### src/rtl/btn_conditioner_pkg.sv
// Shared game package: repeat-FSM state encoding, default button timing constants
// and the counter-width helper used by the button conditioner.
package btn_conditioner_pkg;

    typedef enum logic [1:0] {
        IDLE     = 2'd0,
        DLY      = 2'd1,
        RPT      = 2'd2,
        WAIT_REL = 2'd3
    } rpt_state_t;

    localparam int DEF_DEBOUNCE_CYC = 250000;
    localparam int DEF_REPEAT_DLY   = 0;
    localparam int DEF_REPEAT_PER   = 1;

    function automatic int max3(input int a, input int b, input int c);
        int m;
        m = (a > b) ? a : b;
        return (m > c) ? m : c;
    endfunction

    // One spare bit above the largest count so no counter can ever wrap.
    function automatic int cnt_width(input int dc, input int rd, input int rp);
        return $clog2(max3(dc, rd, rp)) + 1;
    endfunction

endpackage

### src/rtl/btn_conditioner_debounce.sv
// One button: 2-FF synchroniser, debounce counter and auto-repeat FSM.
// 'level' is the debounced value being committed this cycle, so 'pulse' lines up with it.
module btn_debounce
    import btn_conditioner_pkg::*;
#(
    parameter int DEBOUNCE_CYC = DEF_DEBOUNCE_CYC,
    parameter int REPEAT_DLY   = DEF_REPEAT_DLY,
    parameter int REPEAT_PER   = DEF_REPEAT_PER
) (
    input  logic clk,
    input  logic reset,
    input  logic en,
    input  logic raw,
    output logic level,
    output logic pulse
);

    localparam int CNT_W = cnt_width(DEBOUNCE_CYC, REPEAT_DLY, REPEAT_PER);
    localparam logic [CNT_W-1:0] DB_LAST  = CNT_W'(DEBOUNCE_CYC - 1);
    localparam logic [CNT_W-1:0] RD_LAST  = CNT_W'(REPEAT_DLY - 1);
    localparam logic [CNT_W-1:0] RP_LAST  = CNT_W'(REPEAT_PER - 1);
    localparam bit               REPEAT_EN = (REPEAT_DLY > 0);

    function automatic logic [CNT_W-1:0] sat_inc(input logic [CNT_W-1:0] v);
        return (&v) ? v : v + CNT_W'(1);
    endfunction

    logic             sync1, sync2;
    logic             lvl_q, lvl_d;
    logic [CNT_W-1:0] db_cnt, db_cnt_d;
    rpt_state_t       state, state_d;
    logic [CNT_W-1:0] rpt_cnt, rpt_cnt_d;
    logic             rise, fall, dly_hit, rpt_hit;

    // The level flips on the DEBOUNCE_CYC-th consecutive disagreeing edge.
    always_comb begin
        lvl_d    = lvl_q;
        db_cnt_d = '0;
        if (sync2 != lvl_q) begin
            if (db_cnt == DB_LAST) begin
                lvl_d = ~lvl_q;
            end else begin
                db_cnt_d = sat_inc(db_cnt);
            end
        end
    end

    always_ff @(posedge clk or negedge reset) begin
        if (!reset) begin
            sync1  <= 1'b0;
            sync2  <= 1'b0;
            lvl_q  <= 1'b0;
            db_cnt <= '0;
        end else begin
            sync1  <= raw;
            sync2  <= sync1;
            lvl_q  <= lvl_d;
            db_cnt <= db_cnt_d;
        end
    end

    assign level   = lvl_d;
    assign rise    = lvl_d & ~lvl_q;
    assign fall    = lvl_q & ~lvl_d;
    assign dly_hit = (rpt_cnt == RD_LAST);
    assign rpt_hit = (rpt_cnt == RP_LAST);

    always_ff @(posedge clk or negedge reset) begin
        if (!reset) begin
            state   <= IDLE;
            rpt_cnt <= '0;
        end else begin
            state   <= state_d;
            rpt_cnt <= rpt_cnt_d;
        end
    end

    // A release always wins over enable and repeat timing.
    always_comb begin
        state_d   = state;
        rpt_cnt_d = '0;
        case (state)
            IDLE: begin
                if (rise) begin
                    state_d = (en && REPEAT_EN) ? DLY : WAIT_REL;
                end
            end
            DLY: begin
                if (fall) begin
                    state_d = IDLE;
                end else if (!en) begin
                    state_d = WAIT_REL;
                end else if (dly_hit) begin
                    state_d = RPT;
                end else begin
                    rpt_cnt_d = sat_inc(rpt_cnt);
                end
            end
            RPT: begin
                if (fall) begin
                    state_d = IDLE;
                end else if (!en) begin
                    state_d = WAIT_REL;
                end else if (!rpt_hit) begin
                    rpt_cnt_d = sat_inc(rpt_cnt);
                end
            end
            WAIT_REL: begin
                if (fall) begin
                    state_d = IDLE;
                end
            end
            default: state_d = IDLE;
        endcase
    end

    always_comb begin
        pulse = 1'b0;
        case (state)
            IDLE:    pulse = rise & en;
            DLY:     pulse = ~fall & en & dly_hit;
            RPT:     pulse = ~fall & en & rpt_hit;
            default: pulse = 1'b0;
        endcase
    end

endmodule

### src/rtl/btn_conditioner.sv
// Left/right push-button conditioner feeding player_ctrl: two btn_debounce
// channels, a mutual mask so opposing moves never issue together, and output registers.
module btn_conditioner
    import btn_conditioner_pkg::*;
#(
    parameter int DEBOUNCE_CYC = DEF_DEBOUNCE_CYC,
    parameter int REPEAT_DLY   = DEF_REPEAT_DLY,
    parameter int REPEAT_PER   = DEF_REPEAT_PER
) (
    input  logic clk,
    input  logic reset,
    input  logic en,
    input  logic btn_l_raw,
    input  logic btn_r_raw,
    output logic btn_l,
    output logic btn_r,
    output logic btn_l_level,
    output logic btn_r_level
);

    logic level_l, level_r, pulse_l, pulse_r;

    btn_debounce #(
        .DEBOUNCE_CYC (DEBOUNCE_CYC),
        .REPEAT_DLY   (REPEAT_DLY),
        .REPEAT_PER   (REPEAT_PER)
    ) u_left (
        .clk   (clk),
        .reset (reset),
        .en    (en),
        .raw   (btn_l_raw),
        .level (level_l),
        .pulse (pulse_l)
    );

    btn_debounce #(
        .DEBOUNCE_CYC (DEBOUNCE_CYC),
        .REPEAT_DLY   (REPEAT_DLY),
        .REPEAT_PER   (REPEAT_PER)
    ) u_right (
        .clk   (clk),
        .reset (reset),
        .en    (en),
        .raw   (btn_r_raw),
        .level (level_r),
        .pulse (pulse_r)
    );

    // Masking uses the levels committed this cycle, so a simultaneous press of both is suppressed.
    always_ff @(posedge clk or negedge reset) begin
        if (!reset) begin
            btn_l       <= 1'b0;
            btn_r       <= 1'b0;
            btn_l_level <= 1'b0;
            btn_r_level <= 1'b0;
        end else begin
            btn_l       <= pulse_l & en & ~level_r;
            btn_r       <= pulse_r & en & ~level_l;
            btn_l_level <= level_l;
            btn_r_level <= level_r;
        end
    end

endmodule

### config.mk
export PLATFORM = sky130hd
export DESIGN_NAME = btn_conditioner
export DESIGN_NICKNAME = d
export VERILOG_FILES = /design/src/rtl/btn_conditioner_pkg.sv /design/src/rtl/btn_conditioner_debounce.sv /design/src/rtl/btn_conditioner.sv
export SDC_FILE = /design/constraint.sdc
export NUM_CORES = 1
export LEC_CHECK = 0
export ABC_AREA = 0
export CAP_MARGIN = 0
export CELL_PAD_IN_SITES_DETAIL_PLACEMENT = 1
export CELL_PAD_IN_SITES_GLOBAL_PLACEMENT = 2
export CORE_AREA = 5 5 135 105
export DETAILED_ROUTE_END_ITERATION = 8
export DIE_AREA = 0 0 140 110
export PLACE_DENSITY = 0.86
export SETUP_SLACK_MARGIN = 0.15
export SKIP_LAST_GASP = 1
export SYNTH_ARGS = -nofsm -noshare
export SYNTH_HDL_FRONTEND = slang
export SYNTH_HIERARCHICAL = 1
export SYNTH_SLANG_ARGS = --single-unit
export TNS_END_PERCENT = 50
### constraint.sdc
create_clock -name clk -period 3.2 [get_ports clk]
set_clock_uncertainty 0.2 [all_clocks]
set_input_delay 0.48 -clock clk [delete_from_list [all_inputs] [get_ports clk]]
set_output_delay 0.48 -clock clk [all_outputs]
set_load 0.01 [all_outputs]
After elaboration in Yosys (flattened, before gate mapping)
Index checks and enable logic that the tools add are counted.

word-level totals
  bits in registers = 88
  input bits = 5
  output and inout bits = 4
  logic and storage cells = 115

operators by class
  add/subtract/negate cells = 4
  equal/unequal tests = 22
  multiplexer cells = 43
  bitwise gates (word level) = 22
  reduce and logical (&&, ||, !) cells = 10

operators by type and width
  cell                                                                     number
  19-bit two-way mux                                                       20
  19-bit by 1-bit adder with 19-bit output, second input constant          4
  19-bit case mux with 2 select lines                                      2
  19-bit AND reduction                                                     4
  19-bit by 18-bit equality test with 1-bit output, second input constant  2
  19-bit equality test, second input constant                              2
  19-bit logical NOT                                                       2
  2-bit two-way mux                                                        13
  1-bit bitwise AND                                                        16
  2-bit case mux with 4 select lines                                       2
  2-bit equality test, second input constant                               4
  2-bit by 1-bit != test with 1-bit output, second input constant          4
  4-bit by 2-bit != test with 1-bit output, second input constant          2
  4-bit AND reduction                                                      2
  3-bit by 2-bit != test with 1-bit output, second input constant          2
  3-bit != test, second input constant                                     2
  1-bit NOT                                                                6
  1-bit case mux with 3 select lines                                       2
  2-bit by 1-bit equality test with 1-bit output, second input constant    2
  2-bit logical NOT                                                        2
  1-bit two-way mux                                                        4
  1-bit != test                                                            2

Longest topological paths before layout
  depth after elaboration = 11
  gate-level depth with buffers = 10
  gate-level depth less buffers = 9

Modules after synthesis
Netlist, hierarchy kept.

modules (own cells, without submodules)
  module                  instances  cells each  area each (um^2)
  btn_debounce (u_right)  1          272         2511.2
  btn_debounce (u_left)   1          253         2447.3
  btn_conditioner         1          6           117.6

Worst setup path before layout
OpenSTA, ideal clock, no wires.

  path type = register to register
  start = register u_right.rpt_cnt[8]
  end = register btn_r
  library setup time = 66 ps
  arrival time = 2101 ps
  required time = 2934 ps
  path slack = 833 ps
  cell stages (with the launch flop) = 6
  buffers on the path = 0
  cells stage by stage = dfrtp_1 or4_1 o41a_1 or4b_1 a21oi_1 and3b_1

on the way
  cells in the longest elaborated chain, start to end = 5

RTL lines
  element                                                     line                                                              text
  from (decl)                                                 btn_conditioner_debounce.sv:32                                    logic [CNT_W-1:0] rpt_cnt, rpt_cnt_d;
  from (signal assigned)                                      btn_conditioner_debounce.sv:74                                    rpt_cnt <= rpt_cnt_d;
  19-bit equality test or 19-bit logical NOT (tied branches)  btn_conditioner_debounce.sv:65, btn_conditioner_debounce.sv:66
  1-bit bitwise AND (on tied branches)                        btn_conditioner_debounce.sv:121, btn_conditioner_debounce.sv:122
  1-bit case mux with 3 select lines (*)                      btn_conditioner_debounce.sv:119                                   case (state)
  net pulse_r                                                 btn_conditioner.sv:21                                             logic level_l, level_r, pulse_l, pulse_r;
  1-bit bitwise AND (*) (2 in a row)                          btn_conditioner.sv:58                                             btn_r <= pulse_r & en & ~level_l;
  to (signal assigned)                                        btn_conditioner.sv:58
  to (decl)                                                   btn_conditioner.sv:16                                             output logic btn_r,

The timed path passes the listed nets; every way through them passes the cells marked *.
A chain may end at the register's enable or synchronous reset.

Final worst setup path
  start = register u_right.rpt_cnt[1]
  end = register u_right.rpt_cnt[0]

on the way
  cells in the longest elaborated chain, start to end = 6

RTL lines
  element                                  line                                                             text
  19-bit AND reduction                     btn_conditioner_debounce.sv:25                                   return (&v) ? v : v + CNT_W'(1);
  19-bit two-way mux                       --
  19-bit two-way mux (on tied branches)    btn_conditioner_debounce.sv:104, btn_conditioner_debounce.sv:93
  19-bit two-way mux (on tied branches)    btn_conditioner_debounce.sv:102, btn_conditioner_debounce.sv:91
  19-bit two-way mux (on tied branches)    btn_conditioner_debounce.sv:100, btn_conditioner_debounce.sv:89
  19-bit case mux with 2 select lines (*)  btn_conditioner_debounce.sv:82                                   case (state)
  net u_right.rpt_cnt_d[0]                 btn_conditioner_debounce.sv:32

Marked as above.

==> metrics.md <==
| Metric | Value |
|---|---|
| Post-route clock period utilization | 0.849 |
| Ports | 9 |
| Fin nets | roughly 570 |
| Status | finished clean |
| Distinct cells, synth | 66 |
| Met1 wire length | around 6100 um |
| Share of power burned in registers | 0.478 |
| Combinational share of power | 0.025 |
| Switching share of power | 0.199 |
| Warnings, synthesis | 6 |
| Post-synthesis register bit count | 90 |
| Syn Nets | 556 |
| Max stage delay on crit path | 0.42 ns |
| FP Rows | 36 |
| Number of synthesized flops with an enable pin | 0 |
| Final WL | 12000 um |
| Post-route ant nets | 0 |
| Starting Density | 0.400 |
| Gr usage total | 0.167 |
| Max Root-Sink Buffers | 2 |
| Rel. slew slack | 0.475 |
| WP data required | around 3.2 ns |
| Worst flop-to-flop path startpoint | u_right/rpt_cnt[1]$_DFF_PN0_ |
| Core area | 0.0127 sq mm |
| Area delta synth->final | 12.4% |
| Fmax | 0.368 GHz |
| # setup viols final | 0 |
| Diodes inserted | 0 |
| Max Cap Viol | 0 |
| Pleak | 0.00227 uW |
| Vias | 4043 |
| Post-synth top flop | dfrtp_1 |
| Internal | approximately 1900 uW |
| Setup TNS Final | 0 ns |
| Crit Path Class | reg -> reg |
| Total gr overflow | 0 |
| Crit Path Max Fanout | 17 |
| Hold_sp | u_left/sync1$_DFF_PN0_ |
| DR WL met2 | 5540 um |
| Drt first pass iters | 4 |
| Cells after Synth | 531 |
| Largest family of logic cells by synthesized area | simple AND/OR/NAND/NOR gates |
| Worst setup EP type | flip-flop |
| Slowest-stage cell, CP | dfrtp_1 |
| Die X | 140 um |
| Mux contribution to synthesized area | 0.0126 |
| Final Hold Violating Endpoints | 0 |
| Simple-gate share of the synthesized area | 0.254 |
| Largest net degree at the start of global routing | slightly below 50 |
| Die area | 0.0154 sq mm |
| Clock transition at path regs | 0.06 ns |
| CTS Buf Count | 9 |
| Post-CTS setup buffers | 0 |
| CP Data Arrival Time | between 2 and 3 ns |
| Power share of the clock group | 0.497 |
| R2r worst-path depth | 10 |
| Met3 wire len | approximately 240 um |
| Tightest Pin Transition | between 0.7 and 0.8 ns |
| Min-delay worst type | reg -> reg |
| Mapped cell area | just over 0.005 sq mm |
| Layout cells sized above 1 | 0.0733 |
| Fillers | 1457 |
| Sequential area share after synthesis | 0.444 |
| Top routing layer used | met4 |
| Fin crit period | approximately 2.7 ns |
| Worst skew pair latency | 0.34 ns |
| Vias in the first global route | ~4300 |
| Avg WL per Cell | 16.7 um |
| Fraction of registers with async set/reset | 1.00 |
| Residual DRC count | 0 |
| RSZ-0062 raised after global routing | false |
| Chip height | 110 um |
| GPL Wtd Cong | 0.808 |
| H-tree Lvls | 3 |
| Mapped Avg Cell Area | ~9.6 sq um |
| Peak VDD IR | ~0.26 mV |
| Initial DRC Count | 195 |
| CTS tree | built |
| Dpl hpwl | 8320 um |
| Post-Synth XOR/XNOR Area | 0.0845 |
| CP Launch Point | u_right/rpt_cnt[1]$_DFF_PN0_ |
| First-pass GRT wire length | between 20000 and 25000 um |
| P_sw | between 400 and 500 uW |
| Critical path cell sequence | ha_1 > nand2_1 > nor4_2 > buf_4 > and2_1 > inv_1 > ha_1 > inv_1 > a22oi_1 > nor2_1 |
| Clock root buffer | clkbuf_16 |
| Initial antenna violation count | 0 |
| PwrDens | 424 mW/mm^2 |
| DR vias/cell | 5.64 |
| Worst setup SP type | flip-flop |
| Final slew viol count | 0 |
| Compound-cell area share of the yosys netlist | 0.130 |
| Synth Area in Adders | 0.0493 |
| Hold path depth | 0 |
| IO Port Bufs | 8 |
| Sink Count | 90 |
| Final core occ | 0.449 |
## per-stage QoR
stage / instance area (sq um) / total power [uW] / setup slack [ns] / instances / hold WS, ns
6_report: 5710 / 2420 / 0.484 / 717 / 0.157
5_1_grt: 5710 / 2520 / 0.261 / 717 / 0.171
4_1_cts: 5710 / 2460 / 0.500 / 717 / 0.160
3_5_place_dp: 5370 / 1240 / 0.577 / 703 / 0.143
3_3_place_gp: 5370 / 1230 / 0.654 / 703 / 0.138
2_1_floorplan: 5080 / 1200 / 0.833 / 531 / -0.0156
## flip-flops by register name, indices dropped and copies added, names as in the netlist, 2 cells and up
signal / count
u_left/state: 2
u_left/rpt_cnt: 19
u_right/db_cnt: 19
u_right/state: 2
u_left/db_cnt: 19
u_right/rpt_cnt: 19
## what timing repair did
item                                    4_1_cts  5_1_grt
resized for setup                             0        0
endpoints found under the setup margin        0        0
hold buffers                                  1        0
endpoints found under the hold margin        42        0
## cells by family after synthesis
logic type                 after synthesis
AOI/OAI and AO/OA                       94
xor gates and xnor gates                49
adders and majority gates               20
buffers and inverters                   32
DFF                                     90
muxes                                    6
and+or+nand+nor                        240
## area by class of cell
cell class | instances | area [sq um] | share of cell area
clock buffers | 10 | 239 | 0.0419
clock inverters | 3 | 90.1 | 0.0158
inverters | 20 | 75.1 | 0.0132
multi-input cells | 409 | 2700 | 0.473
flip-flops and latches | 90 | 2250 | 0.395
well taps | 171 | 214 | 0.0375
repair buffers | 14 | 138 | 0.0241
## critical path, delay by kind of cell (launching register included)
kind                       cells  cell delay [ns]
and+or+nand+nor                4             0.89
adders and majority gates      2             0.50
buffers and inverters          3             0.44
DFF                            1             0.42
AOI/OAI and AO/OA              1             0.13
## cell usage in the layout (no fill, tap or decap), drive strengths merged, types with 18 or more instances in the layout
cell	n
a21oi	26
dfrtp	90
ha	20
inv	20
nand2	28
nand3	31
nand4	18
nor2	82
xnor2	27
xor2	22
## power by group through the flow
stage | Combinational (uW) | Sequential [uW] | Clock (uW)
2_1_floorplan | 21.5 | 1170 | 0
3_3_place_gp | 59.9 | 1170 | 0
3_5_place_dp | 62.3 | 1180 | 0
4_1_cts | 64.2 | 1150 | 1240
5_1_grt | 71.3 | 1150 | 1290
6_report | 60.6 | 1150 | 1200
## routing by layer
metal | up-vias | track usage
met3 | 10 | 0.0315
met2 | 35 | 0.277
met1 | 2061 | 0.232
met5 | - | 0
li1 | 1937 | -
met4 | 0 | 0.0373
## path summary, 6_finish.rpt
kind | slack, ns | end
max | 0.48 | u_right/rpt_cnt[0]$_DFF_PN0_
min | 0.16 | u_left/sync2$_DFF_PN0_
max reg2reg | 0.48 | u_right/rpt_cnt[0]$_DFF_PN0_
min reg2reg | 0.16 | u_left/sync2$_DFF_PN0_
max in group asynchronous | 1.63 | u_right/db_cnt[2]$_DFFE_PN0P_
min in group asynchronous | 0.50 | u_right/db_cnt[9]$_DFFE_PN0P_
## Yosys cell counts (5+ instances only)
library cell	count	area, sq um
xor2_1	22	193
nor3_1	10	50.1
xnor2_1	27	236
dfrtp_1	90	2250
nand3_1	30	150
ha_1	20	250
a211oi_1	10	75.1
a31oi_1	8	50.1
nor2b_1	7	43.8
nand4_1	16	100
inv_1	20	75.1
nand2_1	28	105
o21ai_0	8	40.0
a21oi_1	26	130
nor2_1	82	308
clkbuf_1	7	26.3
or3_1	5	31.3
and3_1	11	68.8
nor4_1	9	56.3
o211ai_1	7	52.6
and4_1	9	78.8
No activity file was read; power rests on OpenSTA's default activity.
